### src/rtl/instr_fetch_pkg.sv
// Shared definitions for the instruction fetch unit: halt opcode, branch-class
// bit positions and the fetch FSM state encoding.
package instr_fetch_pkg;

  localparam int INSTR_W = 9;
  localparam int LUT_IDX_W = 5;
  localparam logic [INSTR_W-1:0] kHALT = 9'h07F;
  localparam int BR_NEG_BIT = 8;
  localparam int BR_CLASS_BIT = 6;

  typedef enum logic [2:0] {
    IDLE,
    PRIME,
    RUN,
    FLUSH,
    DONE
  } state_e;

  // Branch class: top bit clear and class bit set.
  function automatic logic is_branch(input logic [INSTR_W-1:0] ins);
    return !ins[BR_NEG_BIT] && ins[BR_CLASS_BIT];
  endfunction

endpackage

### src/rtl/instr_fetch_if.sv
// Fetch-unit bus: control inputs, ROM port and decoder-facing outputs.
// Retired_cnt exists only when FETCH_RETIRE_CNT_EN is defined.
interface instr_fetch_if #(
  parameter int PC_W = 10
);
  logic            Start;
  logic            Stall;
  logic            Branch_req;
  logic [8:0]      Rom_data;
  logic [PC_W-1:0] Rom_addr;
  logic [8:0]      Instruction;
  logic            Instr_valid;
  logic [PC_W-1:0] Pc_out;
  logic            Done;
`ifdef FETCH_RETIRE_CNT_EN
  logic [15:0]     Retired_cnt;

  modport master (
    input  Start, Stall, Branch_req, Rom_data,
    output Rom_addr, Instruction, Instr_valid, Pc_out, Done, Retired_cnt
  );
  modport slave (
    output Start, Stall, Branch_req, Rom_data,
    input  Rom_addr, Instruction, Instr_valid, Pc_out, Done, Retired_cnt
  );
`else
  modport master (
    input  Start, Stall, Branch_req, Rom_data,
    output Rom_addr, Instruction, Instr_valid, Pc_out, Done
  );
  modport slave (
    output Start, Stall, Branch_req, Rom_data,
    input  Rom_addr, Instruction, Instr_valid, Pc_out, Done
  );
`endif
endinterface

### src/rtl/instr_fetch_branch_lut.sv
// Constant branch target table, combinational lookup by instruction index.
module branch_lut #(
  parameter int PC_W      = 10,
  parameter int LUT_DEPTH = 32
) (
  input  logic [4:0]      idx_i,
  output logic [PC_W-1:0] target_o
);

  logic [PC_W-1:0] tgt_tbl [LUT_DEPTH];

  // Entry k targets 16 + 8k (modulo the PC width).
  for (genvar g = 0; g < LUT_DEPTH; g++) begin : g_ent
    assign tgt_tbl[g] = PC_W'(16 + 8 * g);
  end

  always_comb begin
    target_o = '0;
    if (int'(idx_i) < LUT_DEPTH) target_o = tgt_tbl[idx_i];
  end

endmodule

### src/rtl/instr_fetch.sv
// Instruction fetch unit: PC sequencing, stall hold, one-bubble branch redirect, halt.
// Optional FETCH_RETIRE_CNT_EN adds a saturating retired-instruction counter.
module instr_fetch
  import instr_fetch_pkg::*;
#(
  parameter int PC_W      = 10,
  parameter int LUT_DEPTH = 32
) (
  input  logic          Clk,
  input  logic          Reset,
  instr_fetch_if.master bus
);

  state_e          state_q, state_d;
  logic [PC_W-1:0] pc_q, pc_d;
  logic [PC_W-1:0] pcout_q, pcout_d;
  logic [PC_W-1:0] rom_addr;
  logic [PC_W-1:0] br_target;
  logic            instr_valid;
  logic            done;

  branch_lut #(
    .PC_W     (PC_W),
    .LUT_DEPTH(LUT_DEPTH)
  ) u_lut (
    .idx_i   (bus.Rom_data[LUT_IDX_W-1:0]),
    .target_o(br_target)
  );

  always_comb begin
    state_d     = state_q;
    pc_d        = pc_q;
    pcout_d     = pcout_q;
    rom_addr    = pc_q;
    instr_valid = 1'b0;
    done        = 1'b0;
    case (state_q)
      IDLE: begin
        rom_addr = '0;
        if (bus.Start) begin
          state_d = PRIME;
          pc_d    = PC_W'(1);
          pcout_d = '0;
        end
      end
      // Re-read address 0 so the first valid Instruction lines up with Pc_out=0.
      PRIME: begin
        rom_addr = pcout_q;
        state_d  = RUN;
      end
      RUN: begin
        instr_valid = 1'b1;
        if (bus.Stall) begin
          rom_addr = pcout_q;
        end else if (bus.Rom_data == kHALT) begin
          state_d = DONE;
        end else if (is_branch(bus.Rom_data) && bus.Branch_req) begin
          pc_d    = br_target;
          pcout_d = pc_q;
          state_d = FLUSH;
        end else begin
          pc_d    = pc_q + PC_W'(1);
          pcout_d = pc_q;
        end
      end
      FLUSH: begin
        pc_d    = pc_q + PC_W'(1);
        pcout_d = pc_q;
        state_d = RUN;
      end
      DONE: begin
        done = 1'b1;
        if (bus.Start) begin
          state_d = PRIME;
          pc_d    = PC_W'(1);
          pcout_d = '0;
        end
      end
      default: state_d = IDLE;
    endcase
  end

  always_ff @(posedge Clk or posedge Reset) begin
    if (Reset) begin
      state_q <= IDLE;
      pc_q    <= '0;
      pcout_q <= '0;
    end else begin
      state_q <= state_d;
      pc_q    <= pc_d;
      pcout_q <= pcout_d;
    end
  end

  assign bus.Rom_addr    = rom_addr;
  assign bus.Instruction = bus.Rom_data;
  assign bus.Instr_valid = instr_valid;
  assign bus.Pc_out      = pcout_q;
  assign bus.Done        = done;

`ifdef FETCH_RETIRE_CNT_EN
  logic [15:0] ret_q, ret_d;
  logic        start_acc;
  logic        retire;

  // The halt instruction itself is never counted as retired.
  assign start_acc = bus.Start && (state_q == IDLE || state_q == DONE);
  assign retire    = instr_valid && !bus.Stall && (bus.Rom_data != kHALT);

  always_comb begin
    ret_d = ret_q;
    if (start_acc)                  ret_d = '0;
    else if (retire && ret_q != '1) ret_d = ret_q + 16'd1;
  end

  always_ff @(posedge Clk or posedge Reset) begin
    if (Reset) ret_q <= '0;
    else       ret_q <= ret_d;
  end

  assign bus.Retired_cnt = ret_q;
`endif

endmodule

### src/flat_wrapper.sv
// flat-port wrapper written by rule: the top's interface ports become plain ports
module instr_fetch_flat import instr_fetch_pkg::*;
#(
  parameter int PC_W      = 10,
  parameter int LUT_DEPTH = 32
)
  (Clk, Reset, bus_Start, bus_Stall, bus_Branch_req, bus_Rom_data, bus_Rom_addr, bus_Instruction, bus_Instr_valid, bus_Pc_out, bus_Done);
  instr_fetch_if #(.PC_W(PC_W)) bus_i ();
  input  logic Clk;
  input  logic Reset;
  input wire logic [$bits(bus_i.Start)-1:0] bus_Start;
  input wire logic [$bits(bus_i.Stall)-1:0] bus_Stall;
  input wire logic [$bits(bus_i.Branch_req)-1:0] bus_Branch_req;
  input wire logic [$bits(bus_i.Rom_data)-1:0] bus_Rom_data;
  output wire logic [$bits(bus_i.Rom_addr)-1:0] bus_Rom_addr;
  output wire logic [$bits(bus_i.Instruction)-1:0] bus_Instruction;
  output wire logic [$bits(bus_i.Instr_valid)-1:0] bus_Instr_valid;
  output wire logic [$bits(bus_i.Pc_out)-1:0] bus_Pc_out;
  output wire logic [$bits(bus_i.Done)-1:0] bus_Done;
  assign bus_i.Start = bus_Start;
  assign bus_i.Stall = bus_Stall;
  assign bus_i.Branch_req = bus_Branch_req;
  assign bus_i.Rom_data = bus_Rom_data;
  assign bus_Rom_addr = bus_i.Rom_addr;
  assign bus_Instruction = bus_i.Instruction;
  assign bus_Instr_valid = bus_i.Instr_valid;
  assign bus_Pc_out = bus_i.Pc_out;
  assign bus_Done = bus_i.Done;
  instr_fetch #(.PC_W(PC_W), .LUT_DEPTH(LUT_DEPTH)) u_core (.Clk(Clk), .Reset(Reset), .bus(bus_i));
endmodule
### config.mk
export PLATFORM = sky130hd
export DESIGN_NAME = instr_fetch_flat
export DESIGN_NICKNAME = d
export VERILOG_FILES = /design/src/rtl/instr_fetch_pkg.sv /design/src/rtl/instr_fetch_if.sv /design/src/rtl/instr_fetch_branch_lut.sv /design/src/rtl/instr_fetch.sv /design/src/flat_wrapper.sv
export SDC_FILE = /design/constraint.sdc
export NUM_CORES = 1
export LEC_CHECK = 0
export ABC_AREA = 1
export BUFFER_PORTS_ARGS = -buffer_cell sky130_fd_sc_hd__buf_2
export CAP_MARGIN = 30
export CORE_MARGIN = 2
export CORE_UTILIZATION = 52
export DETAILED_ROUTE_END_ITERATION = 12
export PLACE_DENSITY = 0.9
export SYNTH_ARGS = -nofsm -noshare
export SYNTH_HDL_FRONTEND = slang
export SYNTH_SLANG_ARGS = --single-unit
### constraint.sdc
create_clock -name Clk -period 1.7 [get_ports Clk]
set_input_delay 0.085 -clock Clk [delete_from_list [all_inputs] [get_ports Clk]]
set_output_delay 0.085 -clock Clk [all_outputs]
set_load 0.005 [all_outputs]
==> out/metrics.csv <==
stage,metric,value,unit
run_status,status,completed,
global_route,first-pass GRT wire length,6.50,mm
cts,CTS buffer count,3,
yosys,Synth Cell Area,1640,um^2
hold_path,Hold Crit Start,bus_Start,
layout,# diodes,0,
detailed_routing,Max Used Layer,met4,
detailed_routing,routed wl met3,267,um
layout,"most common cell after layout, fill and taps aside",nand2_1,
sta,Setup Skew,0.00824,ns
layout,Layout area overhead,22.9,%
power_and_ir_drop,Leak,0.00110,uW
placement,pre-CTS setup slack,0.0750,ns
yosys,XOR/XNOR Fraction of Synth Area,0,
setup_path,Crit-path slowest cell,dfrtp_2,
placement,DP Cell Count,326,
layout,register area,578,um^2
sta,worst setup margin,0.00146,ns
sta,Rel. slew slack,0.801,
cts,clock insertion delay at the later pin of the skew report,0.32,ns
setup_path,Worst EP required,1.62,ns
power_and_ir_drop,Pwr Density,954,nW/um^2
floorplanning,# rows,20,
sta,RSZ-0062 raised after global routing,yes,
detailed_routing,TritonRoute pass-1 iters,6,
cts,# clock sinks,23,
yosys,Mapped Cells,248,
hold_path,Min-Delay Path Class,in -> reg,
detailed_routing,DRT Wirelength,4.22,mm
yosys,syn nets,265,
layout,Nets,311,
floorplanning,Core ar.,3030,um^2
cts,deepest clock path buffer count,2,
setup_path,CP Capture Type,output port,
detailed_routing,DR WL/cell,12.5,um
detailed_routing,met2 wire len,2.18,mm
yosys,post-synthesis sequential area ratio,0.351,
sta,Slew @ Worst Pin,0.298,ns
setup_path,Reg2Reg Launch Point,u_core.state_q[2],
sta,crit path time final,1.70,ns
sta,hold slack,0.0739,ns
sta,Max Freq,589,MHz
global_route,total track usage,0.239,
run,maxcap violations,0,
cts,Worst-path clk slew,0.13,ns
setup_path,crit path DAT,1.61,ns
layout,share of layout cells above drive strength 1,0.283,
yosys,post-synthesis compound-gate area fraction,0.144,
yosys,syn avg cell area,6.62,um^2
power_and_ir_drop,maximum VDD drop,0.779,mV
detailed_routing,DR vias/cell,5.20,
setup_path,"Largest stage delay, worst path",0.49,ns
setup_path,Worst Setup SP,u_core.state_q[1],
layout,area of the multi-input gates,930,um^2
setup_path,R2R setup slack,0.12,ns
placement,port buffer count,44,
global_route,vias in the first global route,1504,
floorplanning,I/O pin count,45,
floorplanning,Die Width,60.2,um
layout,Fillers,279,
yosys,Post-Synth Simple-Gate Area,0.354,
yosys,mux cell area share after synthesis,0,
detailed_routing,initial drt markers,84,
detailed_routing,via count,1752,
layout,Layout Cells excl Fill,337,
layout,post-layout util,0.666,
yosys,#FFs+latches synth,23,
global_route,largest net degree at the start of global routing,24,
layout,most frequent cells in the layout,"92 x nand2_1, 44 x buf_2, 24 x nor2_1",
hold_path,Hold Crit Depth,3,
cts,CTS H-tree depth,1,
detailed_routing,Final ANT Viol Nets,0,
setup_path,Worst Setup Start Kind,register,
setup_path,cells on worst reg2reg path,9,
yosys,Synth Area in Adders,0.0229,
detailed_routing,WL met1,1.69,mm
floorplanning,starting density of the core,0.542,
yosys,YS warnings,0,
setup_path,Worst Setup Path Type,reg -> out,
placement,GP Congestion,0.913,
floorplanning,Die Y,60.2,um
sta,endpoints failing setup,0,
floorplanning,Die ar.,3620,um^2
layout,Post-Layout Inst Area,2020,um^2
yosys,largest family of logic cells by synthesized area,simple AND/OR/NAND/NOR gates,
cts,CTS Root Cell,clkbuf_4,
yosys,Synth cell types,26,
sta,max-slew violations,0,
placement,Placed Area,1850,um^2
placement,post-detail-place hpwl,2.96,mm
setup_path,r2r endpoint,u_core.pc_q[1],
sta,Final Hold Vio Count,0,
hold_path,Hold EP,u_core.state_q[1],
cts,CTS tree,yes,
sta,final worst path period share,0.999,
setup_path,Critical Path Fanout Max,6,
detailed_routing,drt drc,0,
global_route,initial antenna violation count,0,
global_route,GR Overflow Total,0,
setup_path,"Critical Path, Cell by Cell",a21oi_2 -> a21boi_4 -> buf_6 -> o22ai_2 -> buf_2,
synthesized netlist by cell type, drive strengths merged:
cell type / instances / share of area
dfrtp: 23 / 0.35
nor2: 27 / 0.069
a21oi: 3 / 0.0091
o21ai: 25 / 0.083
nor3: 1 / 0.0030
a21boi: 1 / 0.0046
ha: 3 / 0.023
nand3: 12 / 0.037
clkinv: 1 / 0.0023
nand4: 4 / 0.024
o21bai: 1 / 0.0046
inv: 27 / 0.062
o22ai: 10 / 0.038
clkbuf: 3 / 0.0069
nand2: 94 / 0.22
buf: 12 / 0.057
o21a: 1 / 0.0046
logic make-up (layout without fill, tap and decap cells):
family / count (synthesis) / count (layout)
flops: 23 / 23
simple gates: 138 / 138
buf+inv: 43 / 88
fa+ha+maj: 3 / 3
compound gates: 41 / 41
flip-flops by register name, indices dropped and copies added (netlist names):
| register | flops |
|---|---|
| u_core.state_q | 3 |
| u_core.pc_q | 10 |
| u_core.bus.Pc_out | 10 |
cell type report:
cell class	count	share of cell area
clock buffers	4	0.0130
inverters	28	0.0533
multi-input cells	182	0.461
flip-flops and latches	23	0.287
well taps	44	0.0273
repair buffers	56	0.159
through the flow:
stage,total power [uW],setup TNS [ns]
final,1920,0
after global routing,2070,-0.295
after CTS,1860,0
after detailed placement,1590,0
after global placement,1570,0
after floorplan,1320,0
how the worst max path moves through the flow:
stage	endpoint	slack [ns]	cells past startpoint
floorplan	u_core.bus.Pc_out[0]	0.36	9
global placement	u_core.pc_q[1]	0.17	8
CTS	bus_Rom_addr[0]	0.01	5
global route	bus_Rom_addr[5]	-0.05	5
finish	bus_Rom_addr[0]	0.001	5
detailed placement	u_core.pc_q[1]	0.07	9
repair_timing:
action,CTS,global route
hold buffers,1,0
endpoints found under the setup margin,10,19
buffers inserted,3,2
pin swaps,1,2
gates cloned,0,1
hold endpoints to repair,23,0
resized for setup,3,20
report_power, final:
group / internal, uW / switching [uW]
Clock: 92.0 / 168
Sequential: 691 / 148
Combinational: 365 / 459
Total: 1150 / 775
critical path, delay by kind of cell, from the launching register on:
| kind | cells | cell delay [ns] |
|---|---|---|
| AOI/OAI and AO/OA | 3 | 0.50 |
| buffers and inverters | 2 | 0.30 |
| DFF | 1 | 0.49 |
layer usage:
metal  global-route usage  up-vias
met5                    0        -
met4               0.0794        0
met3               0.0411       12
met2                0.418       68
met1                0.295      799
li1                     -      873
Note: power is estimated with default switching activity, not from simulation.
